$ cat config.mk
export PLATFORM = sky130hd
export DESIGN_NAME = flowid_allocator
export DESIGN_NICKNAME = d
export VERILOG_FILES = /design/src/rtl/tcp_pkg.sv /design/src/rtl/fifo_1r1w.sv /design/src/rtl/flowid_allocator.sv
export SDC_FILE = /design/constraint.sdc
export NUM_CORES = 2
export LEC_CHECK = 0
export CAP_MARGIN = 20
export CORE_ASPECT_RATIO = 1.1
export CORE_MARGIN = 2
export CORE_UTILIZATION = 45
export DETAILED_ROUTE_END_ITERATION = 8
export GPL_ROUTABILITY_DRIVEN = 0
export PLACE_DENSITY = 0.61
export SYNTH_ARGS = -nofsm -noshare
export SYNTH_HDL_FRONTEND = slang
export SYNTH_HIERARCHICAL = 1
export SYNTH_SLANG_ARGS = --single-unit
$ cat constraint.sdc
create_clock -name clk -period 3.3 [get_ports clk]
set_input_delay 0.99 -clock clk [delete_from_list [all_inputs] [get_ports clk]]
set_output_delay 0.99 -clock clk [all_outputs]
set_load 0.02 [all_outputs]
$ cat src/rtl/tcp_pkg.sv
// Shared TCP slow-path types: default flow-ID width and the flow-ID type.
package tcp_pkg;
    localparam int TCP_FLOWID_W = 8;
    typedef logic [TCP_FLOWID_W-1:0] flowid_t;
endpackage

$ cat src/rtl/fifo_1r1w.sv
// Purpose: single-clock one-read/one-write FIFO, 2**log2_els_p entries.
// Latency: a write is visible at the read port the following cycle.
// Backpressure: writes dropped while full, pops ignored while empty.
module fifo_1r1w #(
    parameter int width_p    = 8,
    parameter int log2_els_p = 8
) (
    input  logic               clk,
    input  logic               rst,
    input  logic               w_v_i,
    input  logic [width_p-1:0] w_data_i,
    output logic               w_full_o,
    input  logic               r_yumi_i,
    output logic [width_p-1:0] r_data_o,
    output logic               r_empty_o
);
    localparam logic [log2_els_p:0] ONE_C = (log2_els_p+1)'(1);

    logic [width_p-1:0]  r_mem [2**log2_els_p];
    logic [log2_els_p:0] r_wptr;
    logic [log2_els_p:0] r_rptr;
    logic                w_wr;
    logic                w_rd;

    // Extra pointer MSB distinguishes full from empty when the indices match.
    assign r_empty_o = (r_wptr == r_rptr);
    assign w_full_o  = (r_wptr[log2_els_p] != r_rptr[log2_els_p]) &&
                       (r_wptr[log2_els_p-1:0] == r_rptr[log2_els_p-1:0]);
    assign w_wr      = w_v_i & ~w_full_o;
    assign w_rd      = r_yumi_i & ~r_empty_o;
    assign r_data_o  = r_mem[r_rptr[log2_els_p-1:0]];

    always_ff @(posedge clk or posedge rst) begin
        if (rst) begin
            r_wptr <= '0;
            r_rptr <= '0;
        end else begin
            if (w_wr) r_wptr <= r_wptr + ONE_C;
            if (w_rd) r_rptr <= r_rptr + ONE_C;
        end
    end

    always_ff @(posedge clk) begin
        if (w_wr) r_mem[r_wptr[log2_els_p-1:0]] <= w_data_i;
    end
endmodule

$ cat src/rtl/flowid_allocator.sv
// Purpose: flow-ID allocator, fresh IDs in order then recycled via free list; FLOWID_ALLOC_CHECK_EN adds in-use bitmap checking.
// Latency: alloc offer is combinational (0 cycles); a returned ID can be reissued from the next cycle; ret_err one cycle late.
// Backpressure: alloc_id holds while alloc_rdy=0; ret_rdy drops only if the free list is full.
module flowid_allocator
    import tcp_pkg::*;
#(
    parameter int FLOWID_W    = TCP_FLOWID_W,
    parameter int NUM_FLOWIDS = 2**FLOWID_W
) (
    input  logic                clk,
    input  logic                rst_n,
    output logic                alloc_val,
    output logic [FLOWID_W-1:0] alloc_id,
    input  logic                alloc_rdy,
    input  logic                ret_val,
    input  logic [FLOWID_W-1:0] ret_id,
    output logic                ret_rdy,
    output logic [FLOWID_W:0]   inuse_cnt,
    output logic                ret_err
);
    localparam logic [FLOWID_W:0] NUM_C = (FLOWID_W+1)'(NUM_FLOWIDS);
    localparam logic [FLOWID_W:0] ONE_C = (FLOWID_W+1)'(1);

    logic [FLOWID_W:0]   r_fresh_ctr;
    logic [FLOWID_W:0]   r_inuse_cnt;
    logic                w_fresh_mode;
    logic                w_fifo_empty;
    logic                w_fifo_full;
    logic [FLOWID_W-1:0] w_fifo_head;
    logic                w_alloc_hs;
    logic                w_ret_hs;
    logic                w_reject;
    logic                w_push;
    logic                w_pop;

    // The counter saturates at NUM_FLOWIDS, so fresh mode is left for good.
    assign w_fresh_mode = (r_fresh_ctr < NUM_C);
    assign alloc_val    = w_fresh_mode | ~w_fifo_empty;
    assign alloc_id     = w_fresh_mode ? r_fresh_ctr[FLOWID_W-1:0] : w_fifo_head;
    assign ret_rdy      = ~w_fifo_full;
    assign inuse_cnt    = r_inuse_cnt;

    assign w_alloc_hs = alloc_val & alloc_rdy;
    assign w_ret_hs   = ret_val & ret_rdy;
    assign w_push     = w_ret_hs & ~w_reject;
    assign w_pop      = w_alloc_hs & ~w_fresh_mode;

    always_ff @(posedge clk or negedge rst_n) begin
        if (!rst_n) begin
            r_fresh_ctr <= '0;
            r_inuse_cnt <= '0;
        end else begin
            if (w_alloc_hs && w_fresh_mode) r_fresh_ctr <= r_fresh_ctr + ONE_C;
            if (w_alloc_hs && !w_push)
                r_inuse_cnt <= r_inuse_cnt + ONE_C;
            else if (!w_alloc_hs && w_push && (r_inuse_cnt != '0))
                r_inuse_cnt <= r_inuse_cnt - ONE_C;
        end
    end

`ifdef FLOWID_ALLOC_CHECK_EN
    // Sized to the full ID space so any ret_id indexes it; bits at or above
    // NUM_FLOWIDS are never set and the range test rejects those IDs anyway.
    logic [2**FLOWID_W-1:0] r_bitmap;
    logic                   r_ret_err;
    logic                   w_in_range;

    assign w_in_range = ({1'b0, ret_id} < NUM_C);
    assign w_reject   = ~(w_in_range & r_bitmap[ret_id]);
    assign ret_err    = r_ret_err;

    always_ff @(posedge clk or negedge rst_n) begin
        if (!rst_n) begin
            r_bitmap  <= '0;
            r_ret_err <= 1'b0;
        end else begin
            r_ret_err <= w_ret_hs & w_reject;
            if (w_push)     r_bitmap[ret_id]   <= 1'b0;
            if (w_alloc_hs) r_bitmap[alloc_id] <= 1'b1;
        end
    end
`else
    assign w_reject = 1'b0;
    assign ret_err  = 1'b0;
`endif

    fifo_1r1w #(
        .width_p   (FLOWID_W),
        .log2_els_p(FLOWID_W)
    ) u_free_list (
        .clk      (clk),
        .rst      (~rst_n),
        .w_v_i    (w_push),
        .w_data_i (ret_id),
        .w_full_o (w_fifo_full),
        .r_yumi_i (w_pop),
        .r_data_o (w_fifo_head),
        .r_empty_o(w_fifo_empty)
    );
endmodule

==> results.py <==
metrics = {
    "run_status": {
        "status": "finished, violations left",
        "violations": "setup timing",
    },
    "drt": {
        "antenna_left": 0,
        "drc_errors": 0,
        "met3_length_um": 18640,
        "vias": 44130,
        "via_per_inst": 5.973,
        "routed.top_layer": "met4",
        "met2_length_um": 113200,
        "firstDrtPassIters": 5,
        "met1Wirelength_um": 89080,
        "drt_iter0_markers": 5353,
        "wl_per_cell_um": 31.04,
        "postRouteWirelength_um": 229300,
    },
    "floorplan": {
        "core_sq_mm": 0.1812,
        "ios": 32,
        "die_x_um": 410.5,
        "start_util_pct": 45.14,
        "die_area_sq_mm": 0.1852,
        "row_count": 164,
        "die_y_um": 451.1,
    },
    "synth": {
        "syn_nets": 3938,
        "syn_area_per_cell_sq_um": 20.91,
        "yosys_warnings": 6,
        "synthCells": 3911,
        "synth_area_sq_mm": 0.08179,
        "synth_edf_count": 2048,
        "yosysSeqAreaShare_pct": 76.29,
        "ys_ff_latch": 2084,
        "synth_cell_type_count": 76,
        "synth_ff_type": "edfxtp_1",
        "synthArstFlopShare_pct": 1.727,
    },
    "worst_setup_path": {
        "worstPathArrival_ns": 4.25,
        "path_max_fanout": 8,
        "crit_path_start_kind": "flip-flop",
        "required_ns": 2.31,
        "cp-end-kind": "output pin",
        "critPathKind": "flip-flop to output pin",
    },
    "global_routing": {
        "overflow": 0,
        "grt_usage_pct": 24.52,
        "grt_max_degree": 85,
        "antenna_found_initial": 4,
        "grt_pass1_vias": 44100,
        "grt_pass1_wl_um": 323700,
    },
    "timing": {
        "maxSlewViolCount": 0,
        "setup_viol": 1890,
        "post-route-period-util_pct": 158.9,
        "fin_skew_ns": 0.04169,
        "layout_min_cycle_time_ns": 5.243,
        "rsz0062_at_grt": "yes",
        "worst_pin_slew_ns": 0.8916,
        "max_freq_mhz": 190.7,
        "setup_ws_ns": -1.943,
        "hold_viol_final": 0,
        "fin_setup_tns_ns": -294.74,
        "slew_headroom_pct": 40.35,
    },
    "finish": {
        "drive_above_1_share_pct": 40.88,
        "multi_input_area_sq_mm": 0.02032,
        "syn2layout_area_growth_pct": 25.65,
        "num-fill-cells": 13180,
        "fin_cells": 7388,
        "fin_nets": 4834,
        "utilization_pct": 56.72,
        "layout_common_cells": "2048 x edfxtp_1, 594 x buf_4, 444 x mux4_2, 209 x clkbuf_16, 206 x buf_12",
        "final_common_cell": "edfxtp_1",
        "regArea_sq_mm": 0.06242,
    },
    "min_path": {
        "min_path_type": "flip-flop to flip-flop",
    },
    "cts": {
        "clockBufferDepth": 3,
        "clkSinkCount": 2084,
        "root_buffer": "clkbuf_16",
        "cts_max_level": 4,
        "clk_pin_slew_ns": 0.06,
        "cts_buffers": 204,
        "cts_tree": "done",
        "clock_latency_ns": 0.87,
        "holdBufCountCts": 0,
    },
    "run": {
        "maxCapViolCount": 0,
    },
    "placed_design": {
        "portBuffers": 30,
        "placed_cells_incl_taps": 6736,
        "hpwl_um": 143100,
    },
    "power": {
        "finalPower_w": 0.05651,
        "leakagePower_nw": 32.27,
        "power_density_mw_per_mm2": 549.9,
        "vdd_drop_max_v": 0.0006396,
    },
}
state kept, by name, indices dropped and copies added (netlist names):
name / cells
u_free_list/r_wptr: 9
u_free_list/r_mem: 2048
u_free_list/r_rptr: 9
r_fresh_ctr: 9
inuse_cnt: 9
per-stage QoR:
stage / area (sq um) / hold slack (ns) / setup slack, ns
2_1_floorplan: 81990 / 0.4599 / -0.1412
3_3_place_gp: 89970 / 0.4887 / -2.060
3_5_place_dp: 89970 / 0.4991 / -2.105
4_1_cts: 101300 / 0.4814 / -1.992
5_1_grt: 102800 / 0.5359 / -2.014
6_report: 102800 / 0.5078 / -1.943
cell usage after synthesis (5+ instances only):
library cell | count | area, sq um
edfxtp_1 | 2048 | 61500
mux4_2 | 437 | 9842
nor2_1 | 302 | 1134
mux2i_1 | 170 | 1702
buf_2 | 95 | 475.5
clkbuf_1 | 67 | 251.5
nand2_1 | 67 | 251.5
a21oi_1 | 60 | 300.3
o22ai_1 | 49 | 306.5
a22oi_1 | 48 | 360.4
a211oi_1 | 43 | 322.8
dfrtp_1 | 36 | 900.9
nand3_1 | 35 | 175.2
o21ai_0 | 33 | 165.2
a22o_1 | 31 | 271.5
mux2_2 | 27 | 304.0
buf_4 | 26 | 195.2
a221oi_1 | 24 | 210.2
o221ai_1 | 24 | 210.2
buf_6 | 23 | 259.0
mux4_1 | 22 | 578.1
xnor2_1 | 22 | 192.7
xor2_1 | 18 | 157.7
nor3_1 | 17 | 85.08
inv_1 | 15 | 56.30
ha_1 | 14 | 175.2
a31oi_1 | 13 | 81.33
buf_12 | 12 | 240.2
nand2b_1 | 10 | 62.56
nor2b_1 | 9 | 56.30
nor4_1 | 8 | 50.05
a2111oi_0 | 7 | 61.31
o211ai_1 | 7 | 52.55
o21ai_1 | 7 | 35.03
and2_1 | 5 | 31.28
buf_1 | 5 | 18.77
buf_8 | 5 | 75.07
power breakdown:
part	switching, W	leakage (nW)	internal [W]
sequential	0.000228	18.8	0.0294
clock	0.0100	3.17	0.0127
combinational	0.00268	10.3	0.00145
total	0.0129	32.3	0.0436
kinds of logic (layout without fill, tap and decap cells):
family                   after synthesis  in the layout  synth area share, %
AO/OA/AOI/OAI                        386            386                3.396
XOR/XNOR                              40             40               0.4283
adder cells (fa/ha/maj)               15             15               0.2386
buffers and inverters                254           1323                1.992
flip-flops                          2084           2084                76.29
multiplexers                         656            656                15.19
other                                  1              2             0.004585
AND/OR/NAND/NOR                      475            475                2.455
area by class of cell:
| class | count | area share [%] |
|---|---|---|
| antenna | 1 | 0.002435 |
| clock buffer | 251 | 5.160 |
| clock inverter | 128 | 1.170 |
| inverter | 15 | 0.05722 |
| multi-input combinational | 1573 | 19.77 |
| sequential | 2084 | 60.74 |
| tap | 2407 | 2.931 |
| timing repair buffer | 929 | 10.17 |
critical path, cell delays in order (launching register included):
cell and delay, ns:
dfrtp_4 0.53, buf_12 0.16, buf_12 0.13, buf_16 0.15, buf_16 0.16, buf_4 0.15
mux4_2 0.45, mux4_2 0.54, o22ai_4 0.22, nor2_4 0.08, o21ai_2 0.08, buf_4 0.16
o22ai_2 0.07, mux2_4 0.33, buf_6 0.15
repair_timing:
action | in CTS | in global routing
gates resized for setup | 565 | 189
cloned | 10 | 4
pin swaps | 174 | 75
setup endpoints to repair | 1679 | 2036
setup buffers | 189 | 82
worst paths after layout:
| path | end | from | cells past startpoint | slack (ns) |
|---|---|---|---|---|
| max reg2reg | inuse_cnt[8]$_DFFE_PN0P_ | u_free_list/r_rptr[3]$_DFFE_PP0P_ | 20 | -0.52 |
| max | alloc_id[7] | u_free_list/r_rptr[0]$_DFFE_PP0P_ | 14 | -1.94 |
| min in group asynchronous | inuse_cnt[8]$_DFFE_PN0P_ | rst_n | 2 | 0.53 |
| max in group asynchronous | u_free_list/r_rptr[4]$_DFFE_PP0P_ | rst_n | 3 | 1.83 |
| min reg2reg | r_fresh_ctr[7]$_DFFE_PN0P_ | r_fresh_ctr[7]$_DFFE_PN0P_ | 1 | 0.51 |
| min | r_fresh_ctr[7]$_DFFE_PN0P_ | r_fresh_ctr[7]$_DFFE_PN0P_ | 1 | 0.51 |
metal layers:
layer	GRT usage (%)	up-vias
li1	-	18130
met1	33.17	23570
met2	40.05	2059
met3	4.305	375
met4	9.007	0
met5	0	-
Note: power is estimated with default switching activity, not from simulation.
